==> src/rtl/turn_scheduler.sv <==
// Turn scheduler for the two-player game core.
// Runs the per-turn countdown and alternates the active player.
// Grants the shared board datapath to the active player through a
// request/grant/done handshake, and detects win, draw and timeout.
// Every output is a register that changes only on the clock edge that
// performs the matching state transition (or asynchronously on rst).
module turn_scheduler #(
    parameter int TICKS_PER_SEC = 50_000_000,
    parameter int TURN_SECS     = 15,
    parameter int MAX_MOVES     = 16
) (
    input  logic       clk,
    input  logic       rst,
    input  logic       start,
    input  logic       req_p1,
    input  logic       req_p2,
    input  logic       move_done,
    input  logic       win,
    output logic       grant_p1,
    output logic       grant_p2,
    output logic       turn,
    output logic [5:0] secs_left,
    output logic       finished,
    output logic [5:0] move_count,
    output logic       game_over,
    output logic [1:0] winner,
    output logic [2:0] state
);

    localparam int PW = (TICKS_PER_SEC > 2) ? $clog2(TICKS_PER_SEC) : 1;
    localparam logic [PW-1:0] PRE_MAX   = PW'(TICKS_PER_SEC - 1);
    localparam logic [5:0]    SECS_INIT = 6'(TURN_SECS);
    localparam logic [5:0]    MOVES_MAX = 6'(MAX_MOVES);

    typedef enum logic [2:0] {
        IDLE   = 3'd0,
        TURN   = 3'd1,
        APPLY  = 3'd2,
        CHECK  = 3'd3,
        SWITCH = 3'd4,
        OVER   = 3'd5
    } state_t;

    state_t        state_reg, state_next;
    logic          turn_reg, turn_next;
    logic [5:0]    secs_reg, secs_next;
    logic [PW-1:0] pre_reg, pre_next;
    logic          finished_reg, finished_next;
    logic [5:0]    moves_reg, moves_next;
    logic [1:0]    winner_reg, winner_next;
    logic          over_reg, over_next;
    logic [1:0]    grant_reg, grant_next;

    logic          tick;
    logic          active_req;

    // Only the active player's request can start a move.
    assign active_req = turn_reg ? req_p2 : req_p1;
    assign tick       = (pre_reg == PRE_MAX);

    // State register.
    always_ff @(posedge clk or posedge rst) begin
        if (rst) begin
            state_reg <= IDLE;
        end else begin
            state_reg <= state_next;
        end
    end

    // Datapath and output registers, all updated from the next-state logic.
    always_ff @(posedge clk or posedge rst) begin
        if (rst) begin
            turn_reg     <= 1'b0;
            secs_reg     <= 6'd0;
            pre_reg      <= '0;
            finished_reg <= 1'b0;
            moves_reg    <= 6'd0;
            winner_reg   <= 2'b00;
            over_reg     <= 1'b0;
            grant_reg    <= 2'b00;
        end else begin
            turn_reg     <= turn_next;
            secs_reg     <= secs_next;
            pre_reg      <= pre_next;
            finished_reg <= finished_next;
            moves_reg    <= moves_next;
            winner_reg   <= winner_next;
            over_reg     <= over_next;
            grant_reg    <= grant_next;
        end
    end

    // Next-state logic and next values for every registered output.
    always_comb begin
        state_next    = state_reg;
        turn_next     = turn_reg;
        secs_next     = secs_reg;
        pre_next      = pre_reg;
        finished_next = 1'b0;
        moves_next    = moves_reg;
        winner_next   = winner_reg;

        case (state_reg)
            IDLE, OVER: begin
                if (start) begin
                    state_next  = TURN;
                    turn_next   = 1'b0;
                    secs_next   = SECS_INIT;
                    pre_next    = '0;
                    moves_next  = 6'd0;
                    winner_next = 2'b00;
                end
            end
            TURN: begin
                if (active_req) begin
                    // Request beats a simultaneous timeout; timer freezes.
                    state_next = APPLY;
                end else begin
                    pre_next = tick ? '0 : pre_reg + PW'(1);
                    if (tick) begin
                        if (secs_reg == 6'd1) begin
                            secs_next     = 6'd0;
                            finished_next = 1'b1;
                            state_next    = SWITCH;
                        end else if (secs_reg != 6'd0) begin
                            secs_next = secs_reg - 6'd1;
                        end
                    end
                end
            end
            APPLY: begin
                if (move_done) begin
                    moves_next = (moves_reg == 6'd63) ? 6'd63 : moves_reg + 6'd1;
                    state_next = CHECK;
                end
            end
            CHECK: begin
                if (win) begin
                    state_next  = OVER;
                    // turn + 1: P1 (turn 0) -> 01, P2 (turn 1) -> 10.
                    winner_next = {turn_reg, ~turn_reg};
                end else if (moves_reg == MOVES_MAX) begin
                    state_next  = OVER;
                    winner_next = 2'b11;
                end else begin
                    state_next = SWITCH;
                end
            end
            SWITCH: begin
                state_next = TURN;
                turn_next  = ~turn_reg;
                secs_next  = SECS_INIT;
                pre_next   = '0;
            end
            default: begin
                state_next = IDLE;
            end
        endcase
    end

    assign over_next = (state_next == OVER);

    // One grant per player: high for the whole stay in APPLY, owner only.
    genvar gi;
    generate
        for (gi = 0; gi < 2; gi++) begin : g_grant
            localparam logic OWNER = (gi == 1);
            assign grant_next[gi] = (state_next == APPLY) && (turn_next == OWNER);
        end
    endgenerate

    assign grant_p1   = grant_reg[0];
    assign grant_p2   = grant_reg[1];
    assign turn       = turn_reg;
    assign secs_left  = secs_reg;
    assign finished   = finished_reg;
    assign move_count = moves_reg;
    assign game_over  = over_reg;
    assign winner     = winner_reg;
    assign state      = state_reg;

endmodule

==> config.mk <==
export PLATFORM = sky130hd
export DESIGN_NAME = turn_scheduler
export DESIGN_NICKNAME = d
export VERILOG_FILES = /design/src/rtl/turn_scheduler.sv
export SDC_FILE = /design/constraint.sdc
export NUM_CORES = 1
export LEC_CHECK = 0
export ABC_AREA = 1
export BUFFER_PORTS_ARGS = -buffer_cell sky130_fd_sc_hd__buf_4
export CORE_MARGIN = 2
export CORE_UTILIZATION = 59
export DETAILED_ROUTE_END_ITERATION = 12
export PLACE_DENSITY = 0.9
export SLEW_MARGIN = 15
export SYNTH_ARGS = -nofsm -noshare
export SYNTH_HDL_FRONTEND = slang
export SYNTH_SLANG_ARGS = --single-unit
==> constraint.sdc <==
create_clock -name clk -period 1.9 [get_ports clk]
set_input_delay 0.475 -clock clk [delete_from_list [all_inputs] [get_ports clk]]
set_output_delay 0.475 -clock clk [all_outputs]
set_load 0.005 [all_outputs]
==> out/metrics.cfg, run 1 <==
[outcome]
status = finished, final reports clean

[clock_network]
clk_pin_slew_ps = 90
cts_buffers = 5
clockBufferDepth = 2
cts_sinks = 48
clockRootBuffer = clkbuf_8
insertion_delay_ps = 300
hold_buffers = 0
cts_tree = built
htree_levels = 2

[sta]
min_period_ps = 1767
worst_hold_slack_ps = 133.4
period_share_pct = 93.00
rsz0062_at_grt = yes
finalSetupViolations = 0
clock.fmax_mhz = 565.9
worstMarginPinSlew_ps = 357.6
finalMaxSlewViolations = 0
slew_headroom_pct = 75.91
finalClockSkew_ps = 6.054
setup_tns_ps = 0
hold_viol = 0

[critical_path]
cp-end-kind = flop
path_cells = inv_2 > nand2_2 > nand2_1 > nor2_2 > nand2_2 > nand2_2 > nor3_1 > nand2_1 > nand2_1 > nor2_1
path_class = reg -> reg
cp_max_fo = 16
r2r-start = state[2]
startpoint_type = flop
crit_required_ps = 2100
cp.arrival_ps = 1970
startpoint = state[2]
max_stage_delay_ps = 440
critPathSlowestCell = dfrtp_1

[drt]
wl_met3_um = 402
wl_met2_um = 3501
drt-initial-drc-count = 206
drt_first_pass_iters = 6
route.top_layer_used = met4
wl_per_cell_um = 13.41
drc = 0
vias = 2944
routed_wl_um = 7404
vias_per_cell = 5.333
met1_length_um = 3327
ant_nets = 0

[cells_and_area]
layout.nets = 495
fillers = 388
largest_reg_flops = 26
final_common_cell = nand2_1
antenna_cells = 0
drive_gt1_share_pct = 14.11
final_cell_mix = 121 x nand2_1, 75 x nor2_1, 55 x inv_1, 48 x dfrtp_1, 39 x buf_4
post_layout_nonfiller_instances = 552
area_growth_pct = 15.50
utilization_pct = 69.88

[logic_synthesis]
synth.largest_area_cell = dfrtp_1
syn_inst = 441
synthSimpleGateAreaFrac_pct = 38.31
synthMuxAreaShare_pct = 0
synth_top_family_by_area = simple AND/OR/NAND/NOR gates
syn_area_mm2 = 0.003050
seq_area_frac_synth_pct = 39.38
syn_nets = 454
ys_seq_elements = 48
synthDistinctLibCells = 33
syn_area_per_cell_um2 = 6.917
synth_compound_area_share_pct = 6.481
synth_warnings = 0
yosys-top-cells-area = dfrtp_1 39%, nand2_1 15%, nor2_1 9.2%, inv_1 6.9%, nand3_1 4.8%
yosysTopAreaCellShare_pct = 39.38
synth-adder-area-share_pct = 2.461
synthXorXnorAreaFrac_pct = 4.594

[placed_design]
place_inst = 545
gp_congestion = 1.015
hpwl_um = 5670
io_buffers = 28

[grt]
grt_max_degree = 34
gr-total-overflow = 0
grt_usage_pct = 27.21
grt_pass1_wl_um = 12850
antenna_found_initial = 0
grt_pass1_vias = 2912

[floorplan]
core-area_mm2 = 0.005042
die_w_um = 75.91
initial_utilization_pct = 60.50
boundaryPins = 29
placementRows = 26
die_h_um = 75.91
die_area_mm2 = 0.005762

[run]
max_cap_violations = 0

[power_and_ir_drop]
ir_worst_vdd_mv = 0.9690
p_leak_nw = 1.742
powerDensity_mw_per_mm2 = 1136

[min_path]
min_path_type = in -> async

per-stage QoR:
step / worst slack [ps] / cell area (um2) / total power, mW
2_1_floorplan: 280.5 / 3050 / 2.686
3_5_place_dp: 86.09 / 3428 / 3.393
5_1_grt: -30.50 / 3523 / 4.319
6_report: 133.0 / 3523 / 4.004
3_3_place_gp: 156.4 / 3428 / 3.316
4_1_cts: 72.62 / 3506 / 3.977
layer usage:
metal  up-vias  global-route usage, %
li1       1471                      -
met1      1351                  36.01
met2       105                  45.80
met3        17                  4.405
met4         0                  9.273
met5         -                      0
cell usage after synthesis:
cell type / number
nand2_1: 121
nand4_1: 21
nand3b_1: 1
buf_1: 1
a21boi_1: 1
nor2_2: 2
inv_2: 4
a21oi_2: 1
dfrtp_1: 48
buf_4: 2
nand2_4: 1
nand3_1: 29
o21ai_0: 25
inv_1: 56
o21ai_1: 1
a31oi_1: 1
o21bai_1: 2
a22oi_1: 1
buf_6: 1
a21oi_1: 3
nand2_2: 5
nor3_1: 7
nand3_2: 1
nor2_4: 2
or2_0: 1
ha_1: 6
clkbuf_1: 2
nor2_1: 75
o31ai_1: 1
xnor2_1: 2
xor2_1: 14
buf_2: 1
nor3_2: 2
cell families (layout without fill, tap and decap cells):
logic type,count (synthesis),in the layout
flops,48,48
simple gates,268,268
buf+inv,67,108
xor+xnor,16,16
compound gates,36,36
fa+ha+maj,6,6
final cells by class:
class	instances	area [um2]	share of cell area, %
clock inverters	1	5.005	0.1420
well taps	70	87.58	2.486
flip-flops and latches	48	1201	34.09
multi-input cells	326	1597	45.31
clock buffers	6	72.57	2.060
inverters	60	227.7	6.463
repair buffers	41	332.8	9.446
path summary, 6_finish.rpt:
path | endpoint | slack, ps | cells past startpoint
setup / recovery | pre_reg[17] | 130 | 10
hold / removal | move_count[5] | 130 | 2
setup reg to reg | pre_reg[17] | 130 | 10
hold reg to reg | winner[1] | 530 | 2
max in group asynchronous | pre_reg[14] | 1270 | 3
min in group clk | winner[1] | 530 | 2
power by group:
| part | switching, mW | total [mW] | internal [mW] |
|---|---|---|---|
| Sequential | 0.181 | 1.38 | 1.20 |
| Clock | 0.331 | 0.582 | 0.251 |
| Combinational | 1.31 | 2.04 | 0.734 |
| Total | 1.82 | 4.00 | 2.18 |
critical path: cells and delay by family (launching register included):
kind	cells	cell delay [ps]
simple gates	9	1150
flops	1	440
buf+inv	1	90
repair_timing:
| action | in CTS | in global routing |
|---|---|---|
| setup buffers | 0 | 0 |
| gates resized for setup | 0 | 4 |
| endpoints found under the setup margin | 0 | 19 |
(Power assumes the default switching activity.)
==> run 2, diff against run 1 <==
- CELL_PAD_IN_SITES_DETAIL_PLACEMENT: unset -> 0
- CELL_PAD_IN_SITES_GLOBAL_PLACEMENT: unset -> 1
- CORE_MARGIN: 2 -> unset
- CORE_UTILIZATION: 59 -> 43
- PLACE_DENSITY: 0.9 -> 0.8
==> run 2 against run 1 <==
Routed wire length grew 1.0%. Critical path depth shrank 2. Non-clock buffer count grew 3. Critical path type unchanged. Setup slack lost 21 ps. Via count shrank 3.9%. Sequential power is essentially flat. Clock-buffer cell count shrank 1.
==> out/metrics.cfg, run 2 (same netlist as run 1, synthesis figures left out) <==
[outcome]
status = finished, final reports clean  ; unchanged

[sta]
clock.fmax_mhz = 559.2  ; was 565.9 MHz
finalMaxSlewViolations = 0  ; unchanged
hold_viol = 0  ; unchanged
setup_tns_ps = 0  ; unchanged
min_period_ps = 1788  ; was 1767 ps
finalSetupViolations = 0  ; unchanged
slew_headroom_pct = 76.07  ; was 75.91%
period_share_pct = 94.13  ; was 93.00%
worstMarginPinSlew_ps = 355.2  ; was 357.6 ps
rsz0062_at_grt = no  ; was yes
finalClockSkew_ps = 6.287  ; was 6.054 ps

[clock_network]
cts_sinks = 48  ; unchanged
clockRootBuffer = clkbuf_8  ; unchanged
htree_levels = 2  ; unchanged
clk_pin_slew_ps = 90  ; about the same
insertion_delay_ps = 310  ; was 300 ps
cts_tree = built  ; unchanged
hold_buffers = 0  ; unchanged
clockBufferDepth = 2  ; unchanged
cts_buffers = 5  ; unchanged
cts_resized = 0  ; unchanged
post_cts_buffers = 0  ; unchanged

[power_and_ir_drop]
ir_worst_vdd_mv = 0.8914  ; was 0.9690 mV
p_leak_nw = 1.768  ; was 1.742 nW
powerDensity_mw_per_mm2 = 1153  ; was 1136 mW/mm2

[critical_path]
cp-end-kind = flop  ; unchanged
path_class = reg -> reg  ; unchanged
r2r-start = pre_reg[0]  ; was state[2]
startpoint = pre_reg[0]  ; was state[2]
startpoint_type = flop  ; unchanged
cp_max_fo = 7  ; was 16
cp.arrival_ps = 1990  ; was 1970 ps
crit_required_ps = 2110  ; was 2100 ps

[grt]
grt_max_degree = 49  ; was 34
grt_usage_pct = 22.00  ; was 27.21%
grt_pass1_vias = 2659  ; was 2,912
gr-total-overflow = 0  ; unchanged
grt_pass1_wl_um = 12680  ; was 12,850 um
antenna_found_initial = 0  ; unchanged

[floorplan]
boundaryPins = 29  ; unchanged
initial_utilization_pct = 44.65  ; was 60.50%
placementRows = 30  ; was 26
die_h_um = 86.23  ; was 75.91 um
core-area_mm2 = 0.006832  ; was 0.005042 mm2
die_area_mm2 = 0.007435  ; was 0.005762 mm2
die_w_um = 86.23  ; was 75.91 um

[cells_and_area]
drive_gt1_share_pct = 15.02  ; was 14.11%
fillers = 694  ; was 388
largest_reg_flops = 26  ; unchanged
final_cell_mix = 121 x nand2_1, 75 x nor2_1, 55 x inv_1, 48 x dfrtp_1, 43 x buf_4  ; was 121 x nand2_1, 75 x nor2_1, 55 x inv_1, 48 x dfrtp_1, 39 x buf_4
layout.nets = 498  ; was 495
antenna_cells = 0  ; unchanged
final_common_cell = nand2_1  ; unchanged
final_area_mm2 = 0.003601  ; was 0.003523 mm2
area_growth_pct = 18.05  ; was 15.50%

[drt]
drc = 0  ; unchanged
drt_first_pass_iters = 4  ; was 6
drt-initial-drc-count = 123  ; was 206
wl_per_cell_um = 12.85  ; was 13.41 um
ant_nets = 0  ; unchanged
routed_wl_um = 7478  ; was 7404 um
vias = 2829  ; was 2,944
vias_per_cell = 4.861  ; was 5.333

[placed_design]
gp_congestion = 0.8916  ; was 1.015
placed_area_mm2 = 0.003471  ; was 0.003428 mm2
io_buffers = 28  ; unchanged
hpwl_um = 5780  ; was 5670 um

[run]
max_cap_violations = 0  ; unchanged

[min_path]
min_path_type = in -> async  ; unchanged

run 2: cell type report:
| cell class | count | area [um2] | area share, % |
|---|---|---|---|
| clock buffer | 5 | 68.82 | 1.911 |
| clock inverter | 3 | 46.29 | 1.286 |
| inverter | 60 | 226.5 | 6.289 |
| multi-input combinational | 326 | 1595 | 44.30 |
| sequential | 48 | 1201 | 33.36 |
| tap | 96 | 120.1 | 3.336 |
| timing repair buffer | 44 | 342.8 | 9.521 |
run 2: power by group:
part | internal (mW) | switching [mW]
combinational | 0.725 | 1.27
clock | 0.397 | 0.372
sequential | 1.20 | 0.192
total | 2.32 | 1.83
run 2: worst max-delay path: stages, from the launching register on:
cell,delay [ps]
dfrtp_1,400
ha_1,190
nand3_1,200
nor3_2,280
nand2_1,120
nand2_2,170
nand3_2,170
nand2_1,100
nand2_1,50
run 2: routing by layer:
layer	wire [um]	global-route usage [%]	vias to the layer above
met5	0	0	-
met4	193	7.576	0
met3	227	3.810	17
met2	3385	35.57	42
met1	3672	29.85	1288
li1	-	-	1482
run 2: path summary, 6_finish.rpt:
path,end,cells after the start,slack [ps]
min in group clk,winner[0],2,510
worst max register to register,secs_left[5],8,110
worst max-delay path,secs_left[5],8,110
worst min-delay path,secs_left[0],3,200
max in group asynchronous,pre_reg[7],3,1480
worst min register to register,winner[0],2,510
run 2: per-stage QoR:
step	std cells	hold WS, ps	total power [mW]	util [%]	setup WS [ps]
floorplan	441	476.3	2.686	-	280.5
global placement	574	489.9	3.377	50.81	89.13
detailed placement	574	506.1	3.390	50.81	57.80
CTS	582	206.9	4.176	52.49	48.71
global route	582	217.1	4.498	52.71	8.027
finish	582	200.6	4.151	52.71	111.6
==> run 3, diff against run 2 <==
- ABC_AREA: 1 -> unset
- CORE_UTILIZATION: 43 -> 45
- PLACE_DENSITY: 0.8 -> 0.79
==> run 3 against run 2 <==
The flow now finishes with violations (negative setup slack). Die area decreased by 16%. Combinational power down 10%. Largest power group unchanged. Worst hold slack better by 11 ps.
==> out/metrics.cfg, run 3 <==
[critical_path]
path_class = reg -> reg  ; unchanged
startpoint_type = flop  ; unchanged
cp.arrival_ps = 2420  ; was 1990 ps
crit_required_ps = 2120  ; was 2110 ps
critPathSlowestCell = or4_4  ; was dfrtp_1
max_stage_delay_ps = 580  ; was 400 ps
cp-end-kind = flop  ; unchanged
path_cells = ha_2 > nand2_2 > or3_4 > or4_4 > or4_1 > o211ai_1  ; was ha_1 > nand3_1 > nor3_2 > nand2_1 > nand2_2 > nand3_2 > nand2_1 > nand2_1
cp_max_fo = 7  ; unchanged

[power_and_ir_drop]
ir_worst_vdd_mv = 0.6692  ; was 0.8914 mV
p_total_mw = 3.849  ; was 4.151 mW
p_leak_nw = 1.821  ; was 1.768 nW
powerDensity_mw_per_mm2 = 985.3  ; was 1153 mW/mm2

[placed_design]
hpwl_um = 5157  ; was 5780 um
io_buffers = 28  ; unchanged
dpl_worst_slack_ps = -306.3  ; was 57.80 ps
placed_area_mm2 = 0.003600  ; was 0.003471 mm2
gp_congestion = 0.8723  ; was 0.8916
place_inst = 461  ; was 574

[logic_synthesis]
syn_area_per_cell_um2 = 9.340  ; was 6.917 um2
yosysTopAreaCellShare_pct = 44.96  ; was 39.38%
synth_compound_area_share_pct = 18.50  ; was 6.481%
synth_top_family_by_area = simple AND/OR/NAND/NOR gates  ; unchanged
synthSimpleGateAreaFrac_pct = 22.62  ; was 38.31%
synth-adder-area-share_pct = 2.810  ; was 2.461%
syn_nets = 299  ; was 454
synthTopCellsByCount = 48 x dfrtp_1, 29 x nor2_1, 23 x a21oi_1, 19 x nand2_1, 19 x o21ai_0  ; was 121 x nand2_1, 75 x nor2_1, 56 x inv_1, 48 x dfrtp_1, 29 x nand3_1
syn_inst = 286  ; was 441
yosys-top-cells-area = dfrtp_1 45%, a21oi_1 4.3%, nor2_1 4.1%, xor2_1 3.9%, o21ai_0 3.6%  ; was dfrtp_1 39%, nand2_1 15%, nor2_1 9.2%, inv_1 6.9%, nand3_1 4.8%
synthMuxAreaShare_pct = 2.763  ; was 0%
synth_warnings = 0  ; unchanged
synthDistinctLibCells = 50  ; was 33
ys_seq_elements = 48  ; unchanged
synth_ff_type = dfrtp_1  ; unchanged
synth.most_common_cell = dfrtp_1  ; was nand2_1
synth_edf_count = 0  ; unchanged
syn_area_mm2 = 0.002671  ; was 0.003050 mm2
synth.largest_area_cell = dfrtp_1  ; unchanged
synthXorXnorAreaFrac_pct = 4.918  ; was 4.594%
seq_area_frac_synth_pct = 44.96  ; was 39.38%
async_flop_share_pct = 100.0  ; unchanged

[floorplan]
initial_utilization_pct = 47.63  ; was 44.65%
placementRows = 27  ; was 30
boundaryPins = 29  ; unchanged
die_w_um = 79.05  ; was 86.23 um
die_area_mm2 = 0.006248  ; was 0.007435 mm2
core-area_mm2 = 0.005608  ; was 0.006832 mm2
die_h_um = 79.05  ; was 86.23 um

[cells_and_area]
post_layout_nonfiller_instances = 478  ; was 582
area_growth_pct = 46.23  ; was 18.05%
layout.nets = 418  ; was 498
final_cell_mix = 120 x buf_4, 47 x dfrtp_1, 26 x nor2_1, 23 x a21oi_1, 17 x nand2_1  ; was 121 x nand2_1, 75 x nor2_1, 55 x inv_1, 48 x dfrtp_1, 43 x buf_4
final_area_mm2 = 0.003906  ; was 0.003601 mm2
drive_gt1_share_pct = 38.92  ; was 15.02%
antenna_cells = 0  ; unchanged
ff_latch_area_mm2 = 0.001202  ; was 0.001201 mm2
largest_reg_flops = 26  ; unchanged
utilization_pct = 69.66  ; was 52.71%
multiInputGateArea_mm2 = 0.001505  ; was 0.001595 mm2
final_common_cell = buf_4  ; was nand2_1
fillers = 472  ; was 694

[sta]
setup_ws_ps = -295.7  ; was 111.6 ps
clock.fmax_mhz = 455.4  ; was 559.2 MHz
slew_headroom_pct = 67.73  ; was 76.07%
rsz0062_at_grt = yes  ; was no
worstMarginPinSlew_ps = 482.3  ; was 355.2 ps
hold_viol = 0  ; unchanged
finalClockSkew_ps = 6.777  ; was 6.287 ps
min_period_ps = 2196  ; was 1788 ps
finalSetupViolations = 35  ; was 0
finalMaxSlewViolations = 0  ; unchanged
worst_hold_slack_ps = 211.9  ; was 200.6 ps
setup_tns_ps = -8166  ; was 0 ps
period_share_pct = 115.6  ; was 94.13%

[outcome]
status = finished with violations  ; was finished, final reports clean
violations = negative setup slack

[grt]
grt_pass1_vias = 2537  ; was 2,659
grt_pass1_wl_um = 12010  ; was 12,680 um
grt_usage_pct = 24.71  ; was 22.00%
grt_max_degree = 49  ; unchanged
gr-total-overflow = 0  ; unchanged
antenna_found_initial = 0  ; unchanged

[drt]
drt-initial-drc-count = 170  ; was 123
routed_wl_um = 7105  ; was 7478 um
wl_per_cell_um = 14.86  ; was 12.85 um
vias_per_cell = 5.393  ; was 4.861
drc = 0  ; unchanged
drt_first_pass_iters = 4  ; unchanged
vias = 2578  ; was 2,829
ant_nets = 0  ; unchanged

[clock_network]
clockBufferDepth = 2  ; unchanged
insertion_delay_ps = 300  ; was 310 ps
cts_tree = built  ; unchanged
clk_pin_slew_ps = 90  ; about the same
htree_levels = 2  ; unchanged
cts_sinks = 48  ; unchanged
hold_buffers = 0  ; unchanged
clockRootBuffer = clkbuf_8  ; unchanged
cts_buffers = 5  ; unchanged

[run]
max_cap_violations = 0  ; unchanged

[min_path]
min_path_type = in -> async  ; unchanged

==> run 3: cell families after synthesis <==
| kind of cell | Yosys count |
|---|---|
| adders and majority gates | 6 |
| xor gates and xnor gates | 15 |
| AOI/OAI and AO/OA | 79 |
| muxes | 7 |
| DFF | 48 |
| buffers and inverters | 21 |
| and+or+nand+nor | 110 |
==> run 3: critical path: cells and delay by family (launching register included) <==
kind	cells	cell delay, ps
compound gates	1	100
fa+ha+maj	1	190
flops	1	370
simple gates	4	1450
==> run 3: worst paths after layout <==
check                      slack, ps       start            end  cells past startpoint
hold reg to reg                  530   winner[0]      winner[0]                      1
min in group clk                 470   move_done  move_count[5]                      3
setup / recovery                -300  pre_reg[0]   secs_left[5]                      6
max in group asynchronous       1450         rst       state[1]                      3
setup reg to reg                -300  pre_reg[0]   secs_left[5]                      6
hold / removal                   210         rst     pre_reg[8]                      3
==> run 3: routing by layer <==
layer,vias up,GRT usage (%),part of all wire (%)
met3,8,3.908,3.0
met5,-,0,0
met2,53,38.88,47
met4,0,6.545,0.86
li1,1296,-,-
met1,1221,35.27,49
==> run 3: repair_timing <==
item | 4_1_cts | 5_1_grt
gates resized for setup | 12 | 13
buffers inserted | 1 | 8
endpoints found under the setup margin | 35 | 37
pin swaps | 6 | 9
==> run 3: layout make-up <==
type                    count  area share [%]
multi-input cells         217           38.53
flip-flops and latches     48           30.78
repair buffers            122           24.09
clock buffers               7           2.466
well taps                  72           2.306
inverters                  11           1.057
clock inverters             1          0.7687
==> run 3: where the power goes <==
part           leakage (nW)  internal (mW)  switching [mW]  total, mW
sequential            0.641           1.14          0.0916       1.24
combinational          1.12          0.870           0.923       1.79
clock                0.0645          0.465           0.356      0.821
total                  1.82           2.48            1.37       3.85
